## src/rtl/stack_unit.sv

```systemverilog
// LIFO stack with zero-latency top-of-stack read, same-cycle push+pop replace,
// and sticky overflow/underflow flags.
module stack_unit #(
    parameter int DEPTH = 16,
    parameter int WIDTH = 8,
    localparam int CW = $clog2(DEPTH + 1),
    localparam int AW = $clog2(DEPTH)
) (
    input  logic             clk,
    input  logic             rst_n,
    input  logic             push_enable,
    input  logic [WIDTH-1:0] push_data,
    input  logic             pop_enable,
    output logic [WIDTH-1:0] pop_data,
    input  logic             clear_errors,
    output logic [CW-1:0]    count,
    output logic             full,
    output logic             empty,
    output logic             overflow,
    output logic             underflow
);

    logic [WIDTH-1:0] mem [DEPTH];
    logic [CW-1:0]    sp, sp_nxt;
    logic [AW-1:0]    top_idx, wr_idx;
    logic             wr_en, ovf_set, unf_set;

    assign count   = sp;
    assign full    = (sp == CW'(DEPTH));
    assign empty   = (sp == '0);
    assign top_idx = AW'(sp - CW'(1));
    assign pop_data = empty ? '0 : mem[top_idx];

    always_comb begin
        sp_nxt  = sp;
        wr_en   = 1'b0;
        wr_idx  = AW'(sp);
        ovf_set = 1'b0;
        unf_set = 1'b0;
        unique case ({push_enable, pop_enable})
            2'b10: begin
                if (!full) begin
                    wr_en  = 1'b1;
                    sp_nxt = sp + CW'(1);
                end else begin
                    ovf_set = 1'b1;
                end
            end
            2'b01: begin
                if (!empty) sp_nxt = sp - CW'(1);
                else        unf_set = 1'b1;
            end
            2'b11: begin
                // Replace the top in place; an empty stack degenerates to a push
                // that still reports the missing pop.
                wr_en = 1'b1;
                if (!empty) begin
                    wr_idx = top_idx;
                end else begin
                    wr_idx  = '0;
                    sp_nxt  = CW'(1);
                    unf_set = 1'b1;
                end
            end
            default: ;
        endcase
    end

    // Storage is deliberately not reset; writes are suppressed while in reset.
    always_ff @(posedge clk) begin
        if (wr_en && rst_n) mem[wr_idx] <= push_data;
    end

    always_ff @(posedge clk or negedge rst_n) begin
        if (!rst_n) begin
            sp        <= '0;
            overflow  <= 1'b0;
            underflow <= 1'b0;
        end else begin
            sp <= sp_nxt;
            if (ovf_set)           overflow  <= 1'b1;
            else if (clear_errors) overflow  <= 1'b0;
            if (unf_set)           underflow <= 1'b1;
            else if (clear_errors) underflow <= 1'b0;
        end
    end

endmodule
```

## config.mk

```make
export PLATFORM = sky130hd
export DESIGN_NAME = stack_unit
export DESIGN_NICKNAME = d
export VERILOG_FILES = /design/src/rtl/stack_unit.sv
export SDC_FILE = /design/constraint.sdc
export NUM_CORES = 1
export LEC_CHECK = 0
export CAP_MARGIN = 40
export CORE_ASPECT_RATIO = 1.75
export CORE_UTILIZATION = 55
export CTS_BUF_LIST = sky130_fd_sc_hd__clkbuf_4 sky130_fd_sc_hd__clkbuf_8
export DETAILED_ROUTE_END_ITERATION = 8
export PLACE_DENSITY = 0.74
export SLEW_MARGIN = 20
export SYNTH_ARGS = -nofsm -noshare
export SYNTH_HDL_FRONTEND = slang
export SYNTH_SLANG_ARGS = --single-unit
```

## constraint.sdc

```tcl
create_clock -name clk -period 4.1 [get_ports clk]
set_input_delay 1.23 -clock clk [delete_from_list [all_inputs] [get_ports clk]]
set_output_delay 1.23 -clock clk [all_outputs]
set_load 0.05 [all_outputs]
```

# After elaboration in Yosys (flattened, before gate mapping)
# Memory sizes are Yosys's and may differ from the RTL's.
# Cells that the tools add are included.
# totals
memories,1
inputBits,13
regBits,7
ram_bits,128
output_inout_bits,17
wordCells,38
# classes
reduce_logical,7
add_sub_neg,2
n_mux,18
n_eq_ne,7
# mem_list
name,words,word_bits,rd,rd_ports_with_merged_regs,write_ports,line,source
mem,16,8,1,0,1,23,logic [WIDTH-1:0] mem [DEPTH];
# ops
operator,n
5-bit two-way mux,3
5-bit one-hot mux with 3 select lines,1
1-bit two-way mux,10
4-bit two-way mux,2
8-bit two-way mux,1
2-bit != test (second input constant),3
5-bit by 1-bit adder with 5-bit output (second input constant),1
5-bit == test (second input constant),1
5-bit logical NOT,1
5-bit by 1-bit subtractor with 5-bit output (second input constant),1
2-bit == test (second input constant),2
4-bit AND reduction,1
2-bit nonzero test,2
3-bit nonzero test,1
2-bit by 1-bit == test with 1-bit output (second input constant),1
1-bit one-hot mux with 2 select lines,1
2-bit OR reduction,1
1-bit logical AND,1

# Depth between registers and ports, before layout
# Gate-level depths: netlist (run 1).
# depth
ltp_word,6
depth_mapped,10
depth_no_buf,7

# Worst setup path after synthesis (run 1)
# Ideal clock, no wire load.
# synth_timing
path_type,reg-to-output
from,"reg sp[0], in the netlist count[0]"
to,out pop_data[1]
required_ns,2.870
arrival_ns,3.067
path_buffers,4
slack_ns,-0.197
path_stages_with_launch,10
cell_sequence,dfrtp_1 -> buf_6 -> buf_6 -> inv_1 -> ha_1 -> clkbuf_1 -> buf_1 -> mux4_2 -> mux2i_1 -> o22ai_1
# synth_between
elab_chain_len,3
elab_cells_between_ends,4
cone_classes,add/sub (1); mux (1); reduce/logical (1); memory (1)
# synth_lines
item,line,source
"start, declared",24,"logic [CW-1:0] sp, sp_nxt;"
"start signal, assigned",80,sp <= sp_nxt;
5-bit by 1-bit subtractor with 5-bit output,n/a,
memory read 16 x 8 bit,n/a,
8-bit two-way mux *,32,assign pop_data = empty ? '0 : mem[top_idx];
"end, declared",14,"output logic [WIDTH-1:0] pop_data,"
# Every way passes the cells marked *; elsewhere a longest branch is shown, timed or not.

# Worst setup path in the final report (run 1)
# layout_timing
from,"reg sp[1], in the netlist count[1]"
to,out empty
# layout_between
elab_chain_len,1
# layout_lines
item,line,source
5-bit logical NOT,30,assign empty = (sp == '0);
"end, declared",18,"output logic empty,"
# Every way passes these cells.

==> impl_metrics.ini, run 1 <==
[status]
status = finished, final reports clean

[setup_path]
cp-start-kind = register
crit_type = register to primary output
required_ns = 2.87
crit_path_end_kind = primary output
path_max_fanout = 9
cp.arrival_ns = 2.74

[yosys]
syn_avg_cell_area_sq_um = 18.59
synth_compound_area_share_pct = 4.347
async_reset_ff_share_pct = 5.185
synthAdderAreaFrac_pct = 0.6620
synth_top_family_by_area = multiplexers
yosysMostFrequentCell = edfxtp_1
synthMuxAreaShare_pct = 15.89
synth_xor_xnor_area_share_pct = 0.1545
synth.distinct_cells = 49
yosysTopAreaCell = edfxtp_1
ys_top_cells_by_area = edfxtp_1, mux4_2, mux2i_1
synth_top_area_share_pct = 67.78
ys.flop_type = edfxtp_1
synth_area_sq_um = 5670
synth-seq-cells = 135
syn_nets = 321
synthSimpleGateAreaFrac_pct = 5.119
synth_common_cells = edfxtp_1, mux4_2, mux2i_1
synthCells = 305
yosysWarningCount = 0
ys_seq_area_share_pct = 70.87
synth_edf_count = 128

[pwr]
p_switching_uw = 2229
ir_drop_mv = 1.018
pwr-share-seq_pct = 28.4
powerDensity_nw_per_um2 = 869.1
p_leak_uw = 0.002284
swShare_pct = 38.28
p_comb_share_pct = 53.1
intPower_uw = 3594
p_clk_share_pct = 18.5

[placement]
hpwl_um = 7746
gp_congestion = 0.7855
placed_cell_area_sq_um = 6305
io_buffers = 29

[sta]
setup_viol_count_final = 0
rsz0062_at_grt = false
fmax_ghz = 0.2521
slew_headroom_pct = 61.98
hold_viol_final = 0
worstMarginPinSlew_ns = 0.5686
hold_ws_ns = 0.5456
clock_skew_ns = 0.006904
fin_crit_sh_pct = 96.76
fin_tns_setup_ns = 0
slew_violations = 0
period_needed_ns = 3.967

[flow_run]
maxCapViolations = 0

[cts]
cts_max_level = 4
cts_inserted_buffers = 17
cts.sinks = 135
clock_path_buffers = 2
ctsHoldBuffers = 0
cts_root_buf = clkbuf_8
clk_pin_slew_ns = 0.07
cts_tree = built
post_cts_buffers = 0
cts_resized = 0
clk_latency_ns = 0.43

[grt]
antenna_found_initial = 0
grt_pass1_wl_um = 17780
grt_usage_pct = 23.83
grt_pass1_vias = 3214
grt_max_degree = 38
overflow = 0

[layout]
final_cell_area_sq_um = 6700
fin_nets = 372
drive_gt1_share_pct = 30.08
antennaDiodeCount = 0
syn_to_final_growth_pct = 18.16

[drt]
wire_per_inst_um = 22.94
ant_nets = 0
drcViolationCount = 0
num_vias = 3036
finalWirelength_um = 11330
drt_iter0_drc = 190
viasPerCell = 6.146
firstDrtPassIters = 4

[floorplan]
rows = 48
die_y_um = 136.3
die_w_um = 78.76
ios = 30
initial_core_util_pct = 56.88
die-area_sq_um = 10740
core_sq_um = 9970

[hold_path]
hold_class = register to register
==> registers in the layout (all words and copies together) (netlist names) <==
register   count
mem          128
count          5
overflow       1
underflow      1
==> cells by family (layout without fill, tap and decap cells) <==
logic type | after synthesis | in the layout
XOR/XNOR | 1 | 1
AO/OA/AOI/OAI | 37 | 37
adder cells (fa/ha/maj) | 3 | 3
multiplexers | 50 | 50
buffers and inverters | 28 | 92
flip-flops | 135 | 135
AND/OR/NAND/NOR | 51 | 51
==> worst max-delay path, cell delays in order (launching register included) <==
cell and delay, ns:
dfrtp_1 0.47, inv_1 0.19, ha_1 0.20, or4b_4 0.53
clkinv_4 0.11, clkdlybuf4s50_1 0.81
==> power by group through the flow <==
stage	sequential, uW	clock, uW	combinational, uW
2_1_floorplan	1760	0	1930
3_3_place_gp	1680	0	3060
3_5_place_dp	1690	0	3120
4_1_cts	1660	1090	3120
5_1_grt	1670	1140	3270
6_report	1660	1080	3090
==> per-layer routing <==
layer	share of wire, %	GRT usage (%)	routed length (um)
met1	36	27.10	4120
met2	54	40.24	6130
met3	4.6	4.631	516
met4	5.0	16.15	567
met5	0	0	0
==> cell usage in the layout (no fill, tap or decap), types with 5 or more instances in the layout <==
cell,n
dfrtp_1,6
mux2i_1,18
inv_1,8
a21oi_1,7
clkdlybuf4s50_1,21
nand2_1,8
o22ai_2,8
mux4_2,32
nor3_1,10
buf_4,20
nor2_1,10
buf_12,9
clkbuf_8,17
edfxtp_1,128
a31oi_1,5
==> worst paths after layout <==
kind,start,to,slack [ns],cells past startpoint
worst max-delay path,count[1],empty,0.13,5
worst min-delay path,overflow,overflow,0.55,2
worst max register to register,count[1],mem[5][0],1.41,8
worst min register to register,overflow,overflow,0.55,2
max in group asynchronous,rst_n,count[0],2.87,2
min in group asynchronous,rst_n,count[4],1.09,2
==> per-stage QoR <==
step	util (%)	worst slack (ns)	cells	power [uW]
finish	67.21	0.1330	494	5823
detailed placement	63.24	0.3903	462	4803
CTS	67.21	0.1189	494	5874
global route	67.21	0.02131	494	6067
global placement	63.09	0.4706	461	4742
floorplan	-	0.09695	305	3694
==> area by class of cell <==
type	instances	area [sq um]
flip-flops and latches	135	4020
fillers	695	3269
multi-input cells	142	1534
repair buffers	51	555.5
clock buffers	21	264.0
well taps	125	156.4
clock inverters	11	131.4
inverters	9	38.79
Power figures use the tool's default switching activity.
==> run 2: changes to the inputs <==
==> constraint.sdc (replaced) <==
create_clock -name clk -period 4.3 [get_ports clk]
set_input_delay 1.29 -clock clk [delete_from_list [all_inputs] [get_ports clk]]
set_output_delay 1.29 -clock clk [all_outputs]
set_load 0.05 [all_outputs]
==> run 2 against run 1 <==
Cell count fell by 0.40%. Count of clock-buffer cells in the layout decreased by 3. Routed wire length is 0.23% higher. Combinational power is 5% lower. Hold slack lost 0.0045 ns. Non-clock buffer count decreased by 2. Clock power fell by 5%. Setup slack improved by 0.13 ns. Die area stayed put. Cell area is 0.15% lower. Critical path type unchanged. Largest power group unchanged.
==> impl_metrics.ini, run 2 (same netlist as run 1, synthesis figures left out) <==
[grt]
grt_usage_pct = 23.86
antenna_found_initial = 0
grt_pass1_wl_um = 17800
grt_pass1_vias = 3214
grt_max_degree = 38
overflow = 0

[layout]
top_register = mem
layout_common_cells = edfxtp_1, mux4_2, clkdlybuf4s50_1
final_cell_area_sq_um = 6690
syn_to_final_growth_pct = 17.98
fin_nets = 370
antennaDiodeCount = 0
layout_commonest_cell = edfxtp_1
drive_gt1_share_pct = 29.97
fill_cells = 696
largest_register_ffs = 128
final_util_pct = 67.11

[pwr]
p_leak_uw = 0.002274
powerDensity_nw_per_um2 = 829.4
ir_drop_mv = 0.9152
power_uw = 5549

[placement]
placed_cell_area_sq_um = 6290
hpwl_um = 7788
io_buffers = 29
dp_slack_ns = 0.2984
gp_congestion = 0.7803

[cts]
cts_root_buf = clkbuf_8
ctsHoldBuffers = 0
cts_resized = 0
cts_max_level = 4
clock_path_buffers = 2
cts_inserted_buffers = 17
post_cts_buffers = 0
clk_pin_slew_ns = 0.08
clk_latency_ns = 0.43
cts_tree = built
cts.sinks = 135

[drt]
drt_iter0_drc = 208
num_vias = 3076
ant_nets = 0
firstDrtPassIters = 4
wire_per_inst_um = 23.09
finalWirelength_um = 11360
viasPerCell = 6.252
drcViolationCount = 0

[floorplan]
core_sq_um = 9970
die_w_um = 78.76
ios = 30
die-area_sq_um = 10740
initial_core_util_pct = 56.88
die_y_um = 136.3
rows = 48

[setup_path]
crit_type = register to primary output
critical_path.cell_chain = inv_1, ha_1, or4bb_2, inv_1, clkdlybuf4s50_1
crit_slowest_cell = clkdlybuf4s50_1
max_stage_delay_ns = 0.80
crit_path_end_kind = primary output
path_max_fanout = 9
cp_common_cell = inv_1
cp-start-kind = register
cp.arrival_ns = 2.75
path_delay_family = buffers and inverters
cp_num_buf_inv = 3
required_ns = 3.01

[sta]
rsz0062_at_grt = false
worstMarginPinSlew_ns = 0.8209
fin_crit_sh_pct = 93.86
hold_viol_final = 0
fmax_ghz = 0.2478
slew_headroom_pct = 45.07
setup_viol_count_final = 0
fin_ws_ns = 0.2642
period_needed_ns = 4.036
slew_violations = 0
clock_skew_ns = 0.009259
fin_tns_setup_ns = 0

[flow_run]
maxCapViolations = 0

[hold_path]
hold_class = register to register

[status]
status = finished, final reports clean
-- run 2: worst paths after layout --
kind                           from          to  slack [ns]  cells past startpoint
max                        count[1]        full        0.26                      5
min in group asynchronous     rst_n    count[4]        1.15                      2
min reg2reg                overflow    overflow        0.54                      2
max reg2reg                count[1]  mem[12][2]        1.52                      7
max in group asynchronous     rst_n    count[0]        3.01                      2
min                        overflow    overflow        0.54                      2
-- run 2: cell type report --
cell class	instances	area [sq um]	area share, %
clock buffers	18	241.5	3.610
clock inverters	14	158.9	2.375
inverters	9	38.79	0.5798
multi-input cells	142	1534	22.93
flip-flops and latches	135	4020	60.09
well taps	125	156.4	2.338
repair buffers	49	540.5	8.079
-- run 2: per-stage QoR --
stage               cells  hold WS, ns
floorplan             305       0.7612
global placement      459       0.5254
detailed placement    460       0.5277
CTS                   492       0.5455
global route          492       0.5823
finish                492       0.5411
-- run 2: worst register-to-register path: stages, from the launching register on --
cell      delay, ns
dfrtp_1        0.50
inv_1          0.16
ha_1           0.23
or4b_4         0.26
clkinv_4       0.09
a211oi_2       0.24
o221ai_1       0.23
nor2_1         0.69
-- run 2: power breakdown --
| part | total (uW) | switching [uW] | internal [uW] |
|---|---|---|---|
| Clock | 1030 | 460 | 573 |
| Sequential | 1580 | 52.7 | 1530 |
| Combinational | 2940 | 1630 | 1310 |
-- run 2: per-layer routing --
layer  global-route usage (%)  part of all wire (%)  up-vias
met5                        0                     0        -
met4                    13.48                   4.2        0
met3                    4.832                   4.9       34
met2                    40.58                    55      121
met1                    27.96                    36     1566
li1                         -                     -     1355
